**src/rtl/loader_pkg.sv**
```systemverilog
// Shared encodings and defaults for the imem stream loader and its processor.
// Latency: n/a (types and constants only).
// Backpressure: n/a.
package loader_pkg;

    // Loader FSM encodings; CHK is only reachable in checksum builds.
    typedef enum logic [2:0] {
        IDLE = 3'd0,
        LOAD = 3'd1,
        HOLD = 3'd2,
        DONE = 3'd3,
        ERR  = 3'd4,
        CHK  = 3'd5
    } loader_state_t;

    localparam int DEFAULT_DEPTH          = 32;
    localparam int DEFAULT_RELEASE_CYCLES = 4;

    // Instruction word width, shared with the processor's imem.
    localparam int IMEM_DATA_W = 32;

endpackage

```
**src/rtl/release_timer.sv**
```systemverilog
// Loadable down-counter with a zero flag; paces cpu_reset release.
// Latency: load takes effect at the next edge; zero is combinational from the count.
// Backpressure: none, counts freely until zero and then holds.
module release_timer #(
    parameter int TW = 2
) (
    input  logic          clk,
    input  logic          reset,
    input  logic          load,
    input  logic [TW-1:0] load_val,
    output logic          zero
);

    logic [TW-1:0] cnt;

    assign zero = (cnt == '0);

    // Load wins over decrement; saturate at zero.
    always_ff @(posedge clk or posedge reset) begin
        if (reset) begin
            cnt <= '0;
        end else if (load) begin
            cnt <= load_val;
        end else if (!zero) begin
            cnt <= cnt - 1'b1;
        end
    end

endmodule

```
**src/rtl/imem_stream_loader.sv**
```systemverilog
// Boot loader: streams instruction words into imem from addr 0, holds cpu_reset, then releases it.
// Latency: imem write registered 1 cycle after handshake; cpu_reset falls RELEASE_CYCLES after the last write.
// Backpressure: in_ready high only while accepting words (LOAD, and CHK when LOADER_CHECKSUM_EN is defined).
module imem_stream_loader
    import loader_pkg::*;
#(
    parameter int DEPTH          = DEFAULT_DEPTH,
    parameter int ADDR_W         = $clog2(DEFAULT_DEPTH),
    parameter int DATA_W         = IMEM_DATA_W,
    parameter int RELEASE_CYCLES = DEFAULT_RELEASE_CYCLES
) (
    input  logic              clk,
    input  logic              reset,
    input  logic              start,
    input  logic              in_valid,
    output logic              in_ready,
    input  logic [DATA_W-1:0] in_data,
    input  logic              in_last,
    output logic              imem_we,
    output logic [ADDR_W-1:0] imem_addr,
    output logic [DATA_W-1:0] imem_wdata,
    output logic              cpu_reset,
    output logic [ADDR_W:0]   word_count,
    output logic              done,
    output logic              error
);

    // The timer is loaded with RELEASE_CYCLES-1 so that HOLD lasts exactly
    // RELEASE_CYCLES edges before the DONE transition drops cpu_reset.
    localparam int TW = (RELEASE_CYCLES > 1) ? $clog2(RELEASE_CYCLES) : 1;
    localparam logic [TW-1:0]   TMR_INIT = TW'(RELEASE_CYCLES - 1);
    localparam logic [ADDR_W:0] FULL_CNT = (ADDR_W + 1)'(DEPTH);

    loader_state_t state, state_nxt;
    logic          hs;
    logic          wr_fire;
    logic          tmr_load;
    logic          tmr_zero;
    logic          clr;
    logic          full;

`ifdef LOADER_CHECKSUM_EN
    logic [DATA_W-1:0] sum;
    assign in_ready = (state == LOAD) || (state == CHK);
`else
    assign in_ready = (state == LOAD);
`endif

    assign hs   = in_valid & in_ready;
    assign full = (word_count == FULL_CNT);
    // Any entry into LOAD starts a fresh program at address 0.
    assign clr  = (state_nxt == LOAD) && (state != LOAD);

    release_timer #(.TW(TW)) u_release_timer (
        .clk      (clk),
        .reset    (reset),
        .load     (tmr_load),
        .load_val (TMR_INIT),
        .zero     (tmr_zero)
    );

    // State register.
    always_ff @(posedge clk or posedge reset) begin
        if (reset) begin
            state <= IDLE;
        end else begin
            state <= state_nxt;
        end
    end

    // Next-state logic plus write and timer-load strobes.
    always_comb begin
        state_nxt = state;
        wr_fire   = 1'b0;
        tmr_load  = 1'b0;
        case (state)
            IDLE: begin
                if (start) state_nxt = LOAD;
            end
            LOAD: begin
                if (hs) begin
                    // Once DEPTH words are in, any further word overruns imem
                    // and would wrap onto address 0, so it is never written.
                    if (full) begin
                        state_nxt = ERR;
                    end else begin
                        wr_fire = 1'b1;
                        if (in_last) begin
`ifdef LOADER_CHECKSUM_EN
                            state_nxt = CHK;
`else
                            state_nxt = HOLD;
                            tmr_load  = 1'b1;
`endif
                        end
                    end
                end
            end
`ifdef LOADER_CHECKSUM_EN
            CHK: begin
                if (hs) begin
                    if (in_data == sum) begin
                        state_nxt = HOLD;
                        tmr_load  = 1'b1;
                    end else begin
                        state_nxt = ERR;
                    end
                end
            end
`endif
            HOLD: begin
                if (tmr_zero) state_nxt = DONE;
            end
            DONE, ERR: begin
                if (start) state_nxt = LOAD;
            end
            default: state_nxt = IDLE;
        endcase
    end

    // Write port, counters and status flags, all registered from next-state decode.
    always_ff @(posedge clk or posedge reset) begin
        if (reset) begin
            imem_we    <= 1'b0;
            imem_addr  <= '0;
            imem_wdata <= '0;
            word_count <= '0;
            cpu_reset  <= 1'b1;
            done       <= 1'b0;
            error      <= 1'b0;
        end else begin
            imem_we <= wr_fire;
            if (wr_fire) begin
                imem_addr  <= word_count[ADDR_W-1:0];
                imem_wdata <= in_data;
                word_count <= word_count + 1'b1;
            end
            if (clr) begin
                word_count <= '0;
            end
            cpu_reset <= (state_nxt != DONE);
            done      <= (state_nxt == DONE);
            error     <= (state_nxt == ERR);
        end
    end

`ifdef LOADER_CHECKSUM_EN
    // Wrapping sum of every word actually written in this load.
    always_ff @(posedge clk or posedge reset) begin
        if (reset) begin
            sum <= '0;
        end else if (clr) begin
            sum <= '0;
        end else if (wr_fire) begin
            sum <= sum + in_data;
        end
    end
`endif

endmodule

```
**config.mk**
```make
export PLATFORM = sky130hd
export DESIGN_NAME = imem_stream_loader
export DESIGN_NICKNAME = d
export VERILOG_FILES = /design/src/rtl/loader_pkg.sv /design/src/rtl/release_timer.sv /design/src/rtl/imem_stream_loader.sv
export SDC_FILE = /design/constraint.sdc
export NUM_CORES = 1
export LEC_CHECK = 0
export ABC_CLOCK_PERIOD_IN_PS = 3800
export CAP_MARGIN = 20
export CORE_MARGIN = 2
export CORE_UTILIZATION = 47
export CTS_CLUSTER_SIZE = 24
export DETAILED_ROUTE_END_ITERATION = 16
export GPL_ROUTABILITY_DRIVEN = 0
export PLACE_DENSITY_LB_ADDON = 0.05
export SLEW_MARGIN = 20
export SYNTH_ARGS = -nofsm -noshare
export SYNTH_HDL_FRONTEND = slang
export SYNTH_SLANG_ARGS = --single-unit
```
**constraint.sdc**
```tcl
create_clock -name clk -period 3.8 [get_ports clk]
set_clock_uncertainty 0.15 [all_clocks]
set_input_delay 0.38 -clock clk [delete_from_list [all_inputs] [get_ports clk]]
set_output_delay 0.38 -clock clk [all_outputs]
set_load 0.03 [all_outputs]
```
Word level (Yosys, flattened, before mapping)
Index checks and enable logic that the tools add are counted.
{ "totals": {"register_bits": 52, "latch_bits": 0, "mem_bits_rw": 0, "rom_bits": 0, "input_bits": 37, "memories": 0} }
{ "op_classes": {"n_addsub": 2, "mul": 0, "n_div": 0, "order_cmp": 0, "n_eq_ne": 11, "shifts": 0, "muxes": 17, "bitwise_logic": 1, "n_reduce_logical": 5} }
{ "op_table": {"columns": ["operator", "n"], "rows": [
  ["3-bit 2-to-1 mux", 5],
  ["6-bit 2-to-1 mux", 2],
  ["3-bit by 2-bit equality test with 1-bit output (second input constant)", 3],
  ["3-bit case mux with 3 select lines", 1],
  ["1-bit 2-to-1 mux", 7],
  ["6-bit by 1-bit adder with 6-bit output (second input constant)", 1],
  ["3-bit by 1-bit equality test with 1-bit output (second input constant)", 2],
  ["3-bit equality test (second input constant)", 2],
  ["6-bit equality test (second input constant)", 1],
  ["2-bit 2-to-1 mux", 2],
  ["3-bit logical NOT", 1],
  ["3-bit by 1-bit inequality test with 1-bit output (second input constant)", 1],
  ["3-bit by 2-bit inequality test with 1-bit output (second input constant)", 1],
  ["3-bit OR reduction", 1],
  ["2-bit logical NOT", 1],
  ["2-bit inequality test (second input constant)", 1],
  ["2-bit nonzero test", 1],
  ["2-bit by 1-bit subtractor with 2-bit output (second input constant)", 1],
  ["1-bit AND", 1],
  ["1-bit logical AND", 1]
]} }

Logic depth before layout (Yosys ltp)
{ "logic_depth": {"word_depth": 7, "mapped_depth": 8, "mapped_depth_nobuf": 6} }

Cells and area by module
A second synthesis with hierarchy kept.
{ "hier_totals": {"hier_cells": 160, "area_unflattened_um2": 2364.8} }
{ "by_module_without_submodules": {"columns": ["module", "n_inst", "cells_each", "area_per_inst_um2", "seq_area_each_um2"], "rows": [
  ["imem_stream_loader", 1, 147, 2237.1, 1252.5],
  ["release_timer", 1, 13, 127.6, 50.0]
]} }

Worst setup path after synthesis
Ideal clock, no wire load.
{ "synth_path": {"path_type": "register to register", "from": "register word_count[0]", "to": "register imem_addr[4]", "setup_time_ps": 125, "arrival_ps": 1867, "required_time_ps": 3525, "slack_ps": 1657, "path_stages_with_launch": 9, "period_less_slack_ps": 2143, "path_cell_list": "dfrtp_1 > inv_1 > ha_1 > nor4b_4 > a21o_4 > inv_2 > buf_6 > buf_6 > mux2_4"} }
{ "synth_between": {"elab_chain_cells": 4} }
{ "synth_lines": {"columns": ["element", "line", "source"], "rows": [
  ["from (decl)", "imem_stream_loader.sv:23", "output logic [ADDR_W:0] word_count,"],
  ["from (signal assigned)", "imem_stream_loader.sv:136", "word_count <= word_count + 1'b1;"],
  ["6-bit equality test", "imem_stream_loader.sv:50", "assign full = (word_count == FULL_CNT);"],
  ["1-bit 2-to-1 mux", "imem_stream_loader.sv:84", "if (full) begin"],
  ["1-bit 2-to-1 mux", "imem_stream_loader.sv:81", "if (hs) begin"],
  ["1-bit 2-to-1 mux", "imem_stream_loader.sv:76", "case (state)"],
  ["net wr_fire", "imem_stream_loader.sv:36", "logic wr_fire;"],
  ["to (signal assigned)", "imem_stream_loader.sv:134", "imem_addr <= word_count[ADDR_W-1:0];"],
  ["to (decl)", "imem_stream_loader.sv:20", "output logic [ADDR_W-1:0] imem_addr,"]
]} }
The timed path passes the listed nets, and every way through them passes these cells.
A chain may end at the register's enable or synchronous reset.

Worst setup path in the final report
{ "layout_path": {"from": "register word_count[0]", "to": "register imem_wdata[8]"} }
{ "layout_between": {"elab_chain_cells": 4} }
{ "layout_lines": {"columns": ["element", "line", "source"], "rows": [
  ["6-bit equality test", "imem_stream_loader.sv:50", null],
  ["1-bit 2-to-1 mux", "imem_stream_loader.sv:84", null],
  ["1-bit 2-to-1 mux", "imem_stream_loader.sv:81", null],
  ["1-bit 2-to-1 mux", "imem_stream_loader.sv:76", null],
  ["to (signal assigned)", "imem_stream_loader.sv:135", "imem_wdata <= in_data;"],
  ["to (decl)", "imem_stream_loader.sv:21", "output logic [DATA_W-1:0] imem_wdata,"]
]} }
No other way between the ends.

==> metrics.md <==
| Metric | Value |
|---|---|
| Leading post-synthesis cells by cell area | `dfrtp_1 58%, mux2_1 15%, mux2_4 4.1%, ha_1 1.7%, nand4bb_4 1.2%` |
| Slew Limit Headroom | `42.4%` |
| Die Ht | `between 70 and 80 µm` |
| Final hold violation count | `0` |
| Met2 Track Usage GR | `a little under a third` |
| Core Region | `~4400 µm²` |
| Seq cells post-synth | `52` |
| Initial drt markers | `74` |
| # Post-CTS Setup Buffers | `0` |
| Initial antenna violation count | `0` |
| Die W | `72.5 µm` |
| M1 GR Usage | `22.8%` |
| Remaining DRCs | `0` |
| Max Cap Violations | `0` |
| Finished Core Util | `a little under three quarters` |
| Area occupied by registers | `1300 µm²` |
| Asr flop ratio synth | `between 90% and 100%` |
| PortBufs | `between 80 and 90` |
| Hpwl dp | `around 3300 µm` |
| DR WL/cell | `around 16 µm` |
| Most common cell after layout, fill and taps aside | `clkdlybuf4s50_1` |
| Filler cells | `332` |
| ANT cells | `0` |
| Kind of critical path | `flop to flop` |
| Antenna-violating nets left | `0` |
| Main synth FF type | `dfrtp_1` |
| Post-Place Worst Slack | `roughly 1.1 ns` |
| CTS root buffer | `clkbuf_8` |
| PD cells | `856 nW/µm²` |
| Mapped cell area | `approximately 2200 µm²` |
| Hold_sp | `imem_wdata[23]` |
| Largest net degree at the start of global routing | `53` |
| Total Routing Usage GR | `between 10% and 20%` |
| Die area | `about 5300 µm²` |
| Vias | `approximately 1.6k` |
| Sequential element share of the synthesized area | `59.1%` |
| Number of distinct library cells after synthesis | `38` |
| Vias in the first global route | `approximately 1.6k` |
| Synth area leader | `dfrtp_1` |
| Startpoint types | `flop` |
| Number of synthesized flops with an enable pin | `0` |
| WL final | `approximately 4500 µm` |
| Worst setup margin | `approximately 1.3 ns` |
| Crit. End Element | `flop` |
| Leak pwr | `around 1.4 nW` |
| RSZ-0062 raised after global routing | `no` |
| Clk_lat worst skew | `0.29 ns` |
| Min Tclk post-route | `2.45 ns` |
| H-tree depth | `2` |
| R2r worst-path depth | `6` |
| Area Growth Syn to Fin | `42.8%` |
| Share of the synthesized area in the top cell type | `between 50% and 60%` |
| Reg clk slew, reported paths | `around 0.090 ns` |
| Drt via density | `between 5 and 6` |
| Drt pass-1 iters | `4` |
| Reg2reg start | `word_count[0]` |
| R2r setup slk | `1.35 ns` |
| Critical path data required time | `around 3.8 ns` |
| Post-CTS Hold Buffers | `0` |
| Post-synthesis cell count | `~150` |
| Tot Pwr | `roughly 2.7 mW` |
| Min-Delay Path Depth | `1` |
| Footprint of the multi-input gates | `830 µm²` |
| Syn_nets | `approximately 190` |
| Post-CTS Resized | `0` |
| Layout cells sized above 1 | `7.56%` |
| Final #Nets | `around 280` |
| Hold Path End | `imem_wdata[23]` |
| Run status | `finished clean` |
| Initial Util | `between 40% and 50%` |
| Sinks on Clock Net | `52` |
| RR Endpoint | `imem_wdata[8]` |
| M3 GR Usage | `6.11%` |
| Max Freq | `roughly 410 MHz` |
| Most frequent cells in the layout | `84 x clkdlybuf4s50_1, 51 x dfrtp_1, 30 x mux2_1` |
| Fin Setup TNS | `0 ns` |
| Global-route wire length before repair | `between 7000 and 8000 µm` |
| CTS Buf Count | `5` |
| Number of warnings issued by yosys | `0` |
| Worst VDD drop | `around 0.0004 V` |
| Row count | `24` |
| Hold Crit Class | `flop to flop` |
| Max Slew Vio Count | `0` |
| Fin crit share | `64.6%` |
| CTS tree | `yes` |
| Total gr overflow | `0` |
| Setup violations, final | `0` |
| Clock tree buffer depth | `2` |
| Worst Path Max Fanout | `39` |
| Most utilized layer in the global route result | `met2` |
| Syn Area/Cell | `approximately 15 µm²` |
| Tightest Pin Transition | `roughly 0.86 ns` |
| WP data arrival | `approximately 2.5 ns` |
| I/O pins | `85` |
==> layer usage <==
| metal | vias up | wire (µm) |
|---|---|---|
| met5 | - | 0 |
| met4 | 0 | 60 |
| met3 | 7 | 301 |
| met2 | 65 | 2250 |
| met1 | 776 | 1940 |
| li1 | 708 | - |
==> cells in the mapped netlist, types with 2 or more instances <==
library cell / number
mux2_4: 6
or3_1: 2
o31ai_1: 2
ha_1: 3
dfrtp_1: 51
a21o_1: 2
mux2_1: 30
nand3_1: 4
a21oi_1: 3
and2_1: 2
buf_2: 4
a22o_1: 3
nor2_1: 2
nand2b_1: 2
o21ai_0: 2
inv_1: 7
nand2_1: 4
buf_6: 2
mux2i_1: 2
==> logic make-up (layout without fill, tap and decap cells) <==
group                      Yosys count  after routing  share of synthesized area (%)
buffers and inverters               14            100                           3.29
muxes                               39             39                           20.8
DFF                                 52             52                           59.1
adders and majority gates            3              3                           1.70
and+or+nand+nor                     25             25                           8.46
AOI/OAI and AO/OA                   18             18                           6.24
xor gates and xnor gates             1              1                          0.397
==> metrics by stage <==
step                hold slack (ns)  cell area (µm²)  std cells
global placement              0.316             3070        282
floorplan                     0.346             2200        152
global route                  0.352             3150        290
CTS                           0.343             3150        290
finish                        0.336             3150        290
detailed placement            0.324             3070        282
==> state kept, by name (all words and copies together) (netlist names) <==
signal and cells:
state 3, done 1, imem_we 1, imem_wdata 32, cpu_reset 1, word_count 6
error 1, imem_addr 5, u_release_timer.cnt 2
==> how the worst max path moves through the flow <==
| stage | startpoint | slack, ns | cells past startpoint | endpoint |
|---|---|---|---|---|
| after floorplan | word_count[0] | 1.66 | 8 | imem_addr[4] |
| after global placement | in_valid | 1.18 | 5 | imem_wdata[19] |
| after detailed placement | in_valid | 1.09 | 5 | imem_wdata[8] |
| after CTS | word_count[0] | 1.30 | 6 | imem_wdata[8] |
| after global routing | word_count[0] | 1.17 | 6 | imem_wdata[10] |
| final | word_count[0] | 1.35 | 6 | imem_wdata[8] |
==> power by group <==
part           leakage (nW)  switching, mW  internal [mW]  total (mW)
combinational         0.680          0.774          0.681        1.45
sequential            0.635          0.158          0.793       0.951
clock                0.0395          0.158          0.131       0.290
total                  1.35           1.09           1.61        2.70
==> worst max-delay path: stages (launching register included) <==
cell and delay [ns]:
dfrtp_1 0.47, inv_1 0.08, ha_1 0.21, nor4b_4 0.14
a21o_4 0.26, inv_2 0.61, mux2_1 0.40
==> layout make-up <==
class / instances / share of cell area (%)
multi-input cells: 86 / 26.3
repair buffers: 84 / 26.7
flip-flops and latches: 52 / 41.4
inverters: 8 / 0.993
clock buffers: 8 / 2.54
well taps: 52 / 2.07
Note: power is estimated with default switching activity, not from simulation.
